===== src/rtl/alu_cmd_issuer_if.sv =====
// Bundle of the host command channel, the ALU drive/return lines and the result channel.
// The master modport is the host-plus-ALU side. The slave modport is the issuer.
interface alu_cmd_issuer_if #(parameter int AW = 2);
  logic          cmd_valid;
  logic          cmd_ready;
  logic [7:0]    cmd_a;
  logic [7:0]    cmd_b;
  logic [3:0]    cmd_sel;
  logic [7:0]    alu_a;
  logic [7:0]    alu_b;
  logic [3:0]    alu_sel;
  logic [7:0]    alu_out;
  logic          alu_cout;
  logic          res_valid;
  logic          res_ready;
  logic [7:0]    res_data;
  logic          res_cout;
  logic          res_err;
  logic [AW:0]   fifo_count;

  modport master (
    output cmd_valid, cmd_a, cmd_b, cmd_sel, alu_out, alu_cout, res_ready,
    input  cmd_ready, alu_a, alu_b, alu_sel, res_valid, res_data, res_cout,
           res_err, fifo_count
  );

  modport slave (
    input  cmd_valid, cmd_a, cmd_b, cmd_sel, alu_out, alu_cout, res_ready,
    output cmd_ready, alu_a, alu_b, alu_sel, res_valid, res_data, res_cout,
           res_err, fifo_count
  );
endinterface


===== src/rtl/alu_cmd_issuer.sv =====
// Buffers host ALU commands, drives the combinational ALU from registered operands,
// and returns each qualified result on a valid/ready channel, strictly in order.
module alu_cmd_issuer #(
  parameter int DEPTH = 4,
  parameter int AW    = 2
) (
  input  logic              clk,
  input  logic              rst_n,
  alu_cmd_issuer_if.slave   bus
);

  localparam logic [1:0] IDLE = 2'd0;
  localparam logic [1:0] EXEC = 2'd1;
  localparam logic [1:0] HOLD = 2'd2;

  localparam logic [AW:0] FULL = (AW + 1)'(DEPTH);

  logic [19:0]   mem [DEPTH];
  logic [AW-1:0] wr_ptr;
  logic [AW-1:0] rd_ptr;
  logic [AW:0]   count;
  logic [1:0]    state;

  logic [7:0]    alu_a;
  logic [7:0]    alu_b;
  logic [3:0]    alu_sel;
  logic          res_valid;
  logic [7:0]    res_data;
  logic          res_cout;
  logic          res_err;

  logic          push;
  logic          pop;
  logic [19:0]   head;
  logic [9:0]    qualified;

  // Divide-by-zero is overridden to all-ones, and carry is only meaningful for add.
  function automatic logic [9:0] qualify(input logic [3:0] sel, input logic [7:0] b,
                                         input logic [7:0] out, input logic cout);
    if (sel == 4'd3 && b == 8'd0)
      return {1'b1, 1'b0, 8'hFF};
    return {1'b0, (sel == 4'd0) ? cout : 1'b0, out};
  endfunction

  assign bus.cmd_ready  = (count != FULL);
  assign bus.fifo_count = count;
  assign bus.alu_a      = alu_a;
  assign bus.alu_b      = alu_b;
  assign bus.alu_sel    = alu_sel;
  assign bus.res_valid  = res_valid;
  assign bus.res_data   = res_data;
  assign bus.res_cout   = res_cout;
  assign bus.res_err    = res_err;

  assign push      = bus.cmd_valid && (count != FULL);
  assign pop       = (count != '0) &&
                     ((state == IDLE) || (state == HOLD && bus.res_ready));
  assign head      = mem[rd_ptr];
  assign qualified = qualify(alu_sel, alu_b, bus.alu_out, bus.alu_cout);

  always_ff @(posedge clk) begin
    if (push)
      mem[wr_ptr] <= {bus.cmd_a, bus.cmd_b, bus.cmd_sel};
  end

  always_ff @(posedge clk or negedge rst_n) begin
    if (!rst_n) begin
      wr_ptr <= '0;
      rd_ptr <= '0;
      count  <= '0;
    end else begin
      if (push)
        wr_ptr <= wr_ptr + 1'b1;
      if (pop)
        rd_ptr <= rd_ptr + 1'b1;
      case ({push, pop})
        2'b10:   count <= count + 1'b1;
        2'b01:   count <= count - 1'b1;
        default: count <= count;
      endcase
    end
  end

  always_ff @(posedge clk or negedge rst_n) begin
    if (!rst_n) begin
      state     <= IDLE;
      alu_a     <= '0;
      alu_b     <= '0;
      alu_sel   <= '0;
      res_valid <= 1'b0;
      res_data  <= '0;
      res_cout  <= 1'b0;
      res_err   <= 1'b0;
    end else begin
      case (state)
        IDLE: begin
          if (pop) begin
            {alu_a, alu_b, alu_sel} <= head;
            state <= EXEC;
          end
        end
        // ALU inputs have been stable for a full cycle; capture the result here.
        EXEC: begin
          res_valid <= 1'b1;
          res_err   <= qualified[9];
          res_cout  <= qualified[8];
          res_data  <= qualified[7:0];
          state     <= HOLD;
        end
        HOLD: begin
          if (bus.res_ready) begin
            res_valid <= 1'b0;
            if (pop) begin
              {alu_a, alu_b, alu_sel} <= head;
              state <= EXEC;
            end else begin
              state <= IDLE;
            end
          end
        end
        default: state <= IDLE;
      endcase
    end
  end

endmodule


===== src/flat_wrapper.sv =====
// flat-port wrapper written by rule: the top's interface ports become plain ports
module alu_cmd_issuer_flat 
#(
  parameter int DEPTH = 4,
  parameter int AW    = 2
)
  (clk, rst_n, bus_cmd_valid, bus_cmd_a, bus_cmd_b, bus_cmd_sel, bus_alu_out, bus_alu_cout, bus_res_ready, bus_cmd_ready, bus_alu_a, bus_alu_b, bus_alu_sel, bus_res_valid, bus_res_data, bus_res_cout, bus_res_err, bus_fifo_count);
  alu_cmd_issuer_if #(.AW(AW)) bus_i ();
  input  logic clk;
  input  logic rst_n;
  input wire logic [$bits(bus_i.cmd_valid)-1:0] bus_cmd_valid;
  input wire logic [$bits(bus_i.cmd_a)-1:0] bus_cmd_a;
  input wire logic [$bits(bus_i.cmd_b)-1:0] bus_cmd_b;
  input wire logic [$bits(bus_i.cmd_sel)-1:0] bus_cmd_sel;
  input wire logic [$bits(bus_i.alu_out)-1:0] bus_alu_out;
  input wire logic [$bits(bus_i.alu_cout)-1:0] bus_alu_cout;
  input wire logic [$bits(bus_i.res_ready)-1:0] bus_res_ready;
  output wire logic [$bits(bus_i.cmd_ready)-1:0] bus_cmd_ready;
  output wire logic [$bits(bus_i.alu_a)-1:0] bus_alu_a;
  output wire logic [$bits(bus_i.alu_b)-1:0] bus_alu_b;
  output wire logic [$bits(bus_i.alu_sel)-1:0] bus_alu_sel;
  output wire logic [$bits(bus_i.res_valid)-1:0] bus_res_valid;
  output wire logic [$bits(bus_i.res_data)-1:0] bus_res_data;
  output wire logic [$bits(bus_i.res_cout)-1:0] bus_res_cout;
  output wire logic [$bits(bus_i.res_err)-1:0] bus_res_err;
  output wire logic [$bits(bus_i.fifo_count)-1:0] bus_fifo_count;
  assign bus_i.cmd_valid = bus_cmd_valid;
  assign bus_i.cmd_a = bus_cmd_a;
  assign bus_i.cmd_b = bus_cmd_b;
  assign bus_i.cmd_sel = bus_cmd_sel;
  assign bus_i.alu_out = bus_alu_out;
  assign bus_i.alu_cout = bus_alu_cout;
  assign bus_i.res_ready = bus_res_ready;
  assign bus_cmd_ready = bus_i.cmd_ready;
  assign bus_alu_a = bus_i.alu_a;
  assign bus_alu_b = bus_i.alu_b;
  assign bus_alu_sel = bus_i.alu_sel;
  assign bus_res_valid = bus_i.res_valid;
  assign bus_res_data = bus_i.res_data;
  assign bus_res_cout = bus_i.res_cout;
  assign bus_res_err = bus_i.res_err;
  assign bus_fifo_count = bus_i.fifo_count;
  alu_cmd_issuer #(.DEPTH(DEPTH), .AW(AW)) u_core (.clk(clk), .rst_n(rst_n), .bus(bus_i));
endmodule

===== config.mk =====
export PLATFORM = sky130hd
export DESIGN_NAME = alu_cmd_issuer_flat
export DESIGN_NICKNAME = d
export VERILOG_FILES = /design/src/rtl/alu_cmd_issuer_if.sv /design/src/rtl/alu_cmd_issuer.sv /design/src/flat_wrapper.sv
export SDC_FILE = /design/constraint.sdc
export NUM_CORES = 1
export LEC_CHECK = 0
export BUFFER_PORTS_ARGS = -buffer_cell sky130_fd_sc_hd__buf_2
export CAP_MARGIN = 20
export CORE_ASPECT_RATIO = 0.75
export CORE_UTILIZATION = 51
export CTS_BUF_LIST = sky130_fd_sc_hd__clkbuf_16
export CTS_CLUSTER_DIAMETER = 40
export DETAILED_ROUTE_END_ITERATION = 10
export PLACE_DENSITY = 0.8
export SYNTH_ARGS = -nofsm -noshare
export SYNTH_HDL_FRONTEND = slang
export SYNTH_SLANG_ARGS = --single-unit

===== constraint.sdc =====
create_clock -name clk -period 1.9 [get_ports clk]
set_input_delay 0.285 -clock clk [delete_from_list [all_inputs] [get_ports clk]]
set_output_delay 0.285 -clock clk [all_outputs]
set_load 0.05 [all_outputs]

==> flow_metrics.env <==
export IMPL_fmax_ghz=0.509
export IMPL_hold_path_class="input port to flip-flop"
export IMPL_required_ns=2.19
export IMPL_place_area_um2=5220
export IMPL_worst_slack_ns=-0.0654
export IMPL_leakage_nw=2.35
export IMPL_dpl_hpwl_um=5040
export IMPL_yosysWarnings=0
export IMPL_path_cells="or3b_4 -> and2_4 -> inv_2 -> ha_4 -> fa_2 -> mux2_4"
export IMPL_crit_arrival_ns=2.25
export IMPL_root_buffer="clkbuf_16"
export IMPL_p_clk_share_pct=26.0
export IMPL_drtIter0Drc=110
export IMPL_synth_cell_type_count=28
export IMPL_yosys_area_top_type_share_pct=51.6
export IMPL_die_h_um=84.8
export IMPL_cts_buffers=17
export IMPL_timing_hold_ws_ns=0.0895
export IMPL_skew_ns=0.00962
export IMPL_final_area_um2=5850
export IMPL_wl_um=8510
export IMPL_synth_edf_count=80
export IMPL_grt_max_degree=41
export IMPL_grt_pass1_wl_um=13700
export IMPL_wire_per_inst_um=18.6
export IMPL_fin_nets=376
export IMPL_synthCells=239
export IMPL_die_area_um2=9520
export IMPL_crit_fanout=4
export IMPL_slew_headroom_pct=61.6
export IMPL_insertion_delay_ns=0.41
export IMPL_power_switching_share_pct=35.7
export IMPL_failed_checks="setup timing"
export IMPL_critPathTopFamily="adder cells"
export IMPL_layout_drive_gt1_share_pct=47.4
export IMPL_critical_path_buf_inv_count=1
export IMPL_worstHoldPathCells=1
export IMPL_gp_congestion=0.749
export IMPL_io_buffers=67
export IMPL_post_route_period_util_pct=103
export IMPL_drc=0
export IMPL_rows=29
export IMPL_hold_viol=0
export IMPL_diodes=0
export IMPL_ant_nets=0
export IMPL_comb_power_share_pct=39.5
export IMPL_min_period_ns=1.97
export IMPL_ys_ff_latch=120
export IMPL_multi_input_area_um2=1220
export IMPL_crit_path_start_kind="flip-flop"
export IMPL_grtUsageTotal_pct=20.6
export IMPL_reg2reg_depth=6
export IMPL_syn_avg_cell_area_um2=19.5
export IMPL_fillers=572
export IMPL_synthArstFlopShare_pct=33.3
export IMPL_synth_nets=278
export IMPL_cts_tree="yes"
export IMPL_synth_flop_cell="edfxtp_1"
export IMPL_path_clk_slew_ns=0.05
export IMPL_avgViaCountPerCell=5.28
export IMPL_end_kind="flip-flop"
export IMPL_tightest_slew_ns=0.575
export IMPL_core_area_um2=8670
export IMPL_synth_area_leaders="edfxtp_1 (52%), dfrtp_1 (21%), mux4_2 (9.7%), mux2_4 (6.1%), nor2_1 (1.4%)"
export IMPL_yosysSeqAreaShare_pct=73.1
export IMPL_vdd_ir_drop_max_mv=1.00
export IMPL_crit_type="flip-flop to flip-flop"
export IMPL_drv_slew=0
export IMPL_slowest_delay_ns=0.43
export IMPL_status="finished with violations"
export IMPL_grt_pass1_vias=2515
export IMPL_area_growth_pct=25.7
export IMPL_die_x_um=112
export IMPL_yosys_area_top_type="edfxtp_1"
export IMPL_vias=2418
export IMPL_seqCellArea_um2=3410
export IMPL_finalSetupViolCount=1
export IMPL_globalRouteOverflowTotal=0
export IMPL_cp_slowest_cell="dfrtp_2"
export IMPL_p_seq_share_pct=34.4
export IMPL_start_util_pct=53.7
export IMPL_antenna_found_initial=0
export IMPL_num_io_pins=68
export IMPL_dr_pass1_iters=4
export IMPL_p_int_mw=7.60
export IMPL_max_cap_violations=0
export IMPL_p_per_area_nw_per_um2=2020
export IMPL_clock_path_buffers=2
export IMPL_power_mw=11.8
export IMPL_final_setup_tns_ns=-0.0654
export IMPL_htree_levels=4
export IMPL_cp_depth=6
export IMPL_p_sw_mw=4.23
export IMPL_syn_area_um2=4660
export IMPL_rsz0062_at_grt="yes"
export IMPL_clock_sinks=120
==> cells in the mapped netlist, drive strengths merged (3+ instances only) <==
library cell and number:
xnor2 3, nor2 17, mux2 22, ha 5, clkbuf 4, nor4b 3, xor2 3, nand2 4
nor3 3, dfrtp 40, a21oi 10, and3 4, inv 4, buf 4, mux4 20, edfxtp 80
==> metrics by stage <==
| stage | utilization [%] | setup WS, ns | std cells |
|---|---|---|---|
| floorplan | - | -0.306 | 239 |
| global placement | 60.2 | 0.00123 | 419 |
| detailed placement | 60.2 | -0.0354 | 419 |
| CTS | 67.3 | -0.0516 | 456 |
| global route | 67.5 | -0.103 | 458 |
| finish | 67.5 | -0.0654 | 458 |
==> power groups by stage <==
stage	clock (mW)	combinational (mW)	sequential, mW
finish	3.08	4.67	4.07
global route	3.24	4.99	4.14
CTS	3.13	4.70	4.08
detailed placement	0	4.58	4.10
global placement	0	4.49	4.06
floorplan	0	2.30	5.26
==> worst reg2reg max path, delay by kind of cell, from the launching register on <==
kind | cells | cell delay [ns]
flip-flops | 1 | 0.43
adder cells (fa/ha/maj) | 2 | 0.56
multiplexers | 1 | 0.27
buffers and inverters | 1 | 0.05
AND/OR/NAND/NOR | 2 | 0.54
==> layout by cell type, fill, tap and decap left out, types with 3 or more instances in the layout <==
cell type   n
ha_1        4
mux2_4     20
clkinv_1    5
xnor2_1     3
inv_1       6
dfrtp_1    37
xor2_1      3
nor2_1     17
clkinv_2    3
nand2_1     4
clkbuf_16  17
dfrtp_2     3
edfxtp_1   80
mux4_2     20
nor4b_1     3
a21oi_1    10
buf_2      66
buf_4      19
bufinv_16   3
and3_2      4
==> worst paths after layout <==
path	start	slack, ns	to
worst max register to register	u_core.bus.fifo_count[1]$_DFFE_PN0P_	-0.07	u_core.bus.fifo_count[1]$_DFFE_PN0P_
max in group asynchronous	rst_n	1.01	u_core.bus.fifo_count[1]$_DFFE_PN0P_
worst max-delay path	u_core.bus.fifo_count[1]$_DFFE_PN0P_	-0.07	u_core.bus.fifo_count[1]$_DFFE_PN0P_
worst min register to register	u_core.bus.res_cout$_DFFE_PN0P_	0.48	u_core.bus.res_cout$_DFFE_PN0P_
worst min-delay path	bus_cmd_a[0]	0.09	u_core.mem[0][12]$_DFFE_PP_
min in group asynchronous	rst_n	0.49	u_core.bus.res_data[3]$_DFFE_PN0P_
==> registers in the layout (all words and copies together) (netlist names) <==
signal	flops
u_core.bus.res_err	1
u_core.bus.fifo_count	3
u_core.bus.alu_sel	4
u_core.bus.res_data	8
u_core.wr_ptr	2
u_core.bus.res_valid	1
u_core.bus.alu_a	8
u_core.rd_ptr	2
u_core.bus.res_cout	1
u_core.state	2
u_core.mem	80
u_core.bus.alu_b	8
==> cell type report <==
cell class                 count  area share, %
clock buffer                  17           7.27
inverter                       4          0.257
sequential                   120           58.2
multi-input combinational    107           20.9
timing repair buffer          87           8.59
tap                          108           2.31
clock inverter                15           2.46
==> layer usage <==
layer / share of wire (%) / global-route usage [%] / vias up
met2: 49 / 32.2 / 66
met4: 1.3 / 9.09 / 0
met5: 0 / 0 / -
met3: 4.9 / 7.73 / 10
met1: 45 / 26.0 / 1216
li1: - / - / 1126
==> kinds of logic (layout without fill, tap and decap cells) <==
family	Yosys count	count (layout)	synth area share [%]
compound gates	12	12	1.29
mux	42	42	16.5
xor+xnor	6	6	1.13
simple gates	41	41	4.78
fa+ha+maj	6	6	1.77
flops	120	120	73.1
buf+inv	12	123	1.45
==> timing repair <==
item / in CTS / in global routing
endpoints found under the setup margin: 2 / 3
pin swaps: 4 / 5
hold buffers: 1 / 0
setup buffers: 4 / 2
resized for setup: 2 / 2
hold endpoints to repair: 40 / 0
(Power assumes the default switching activity.)
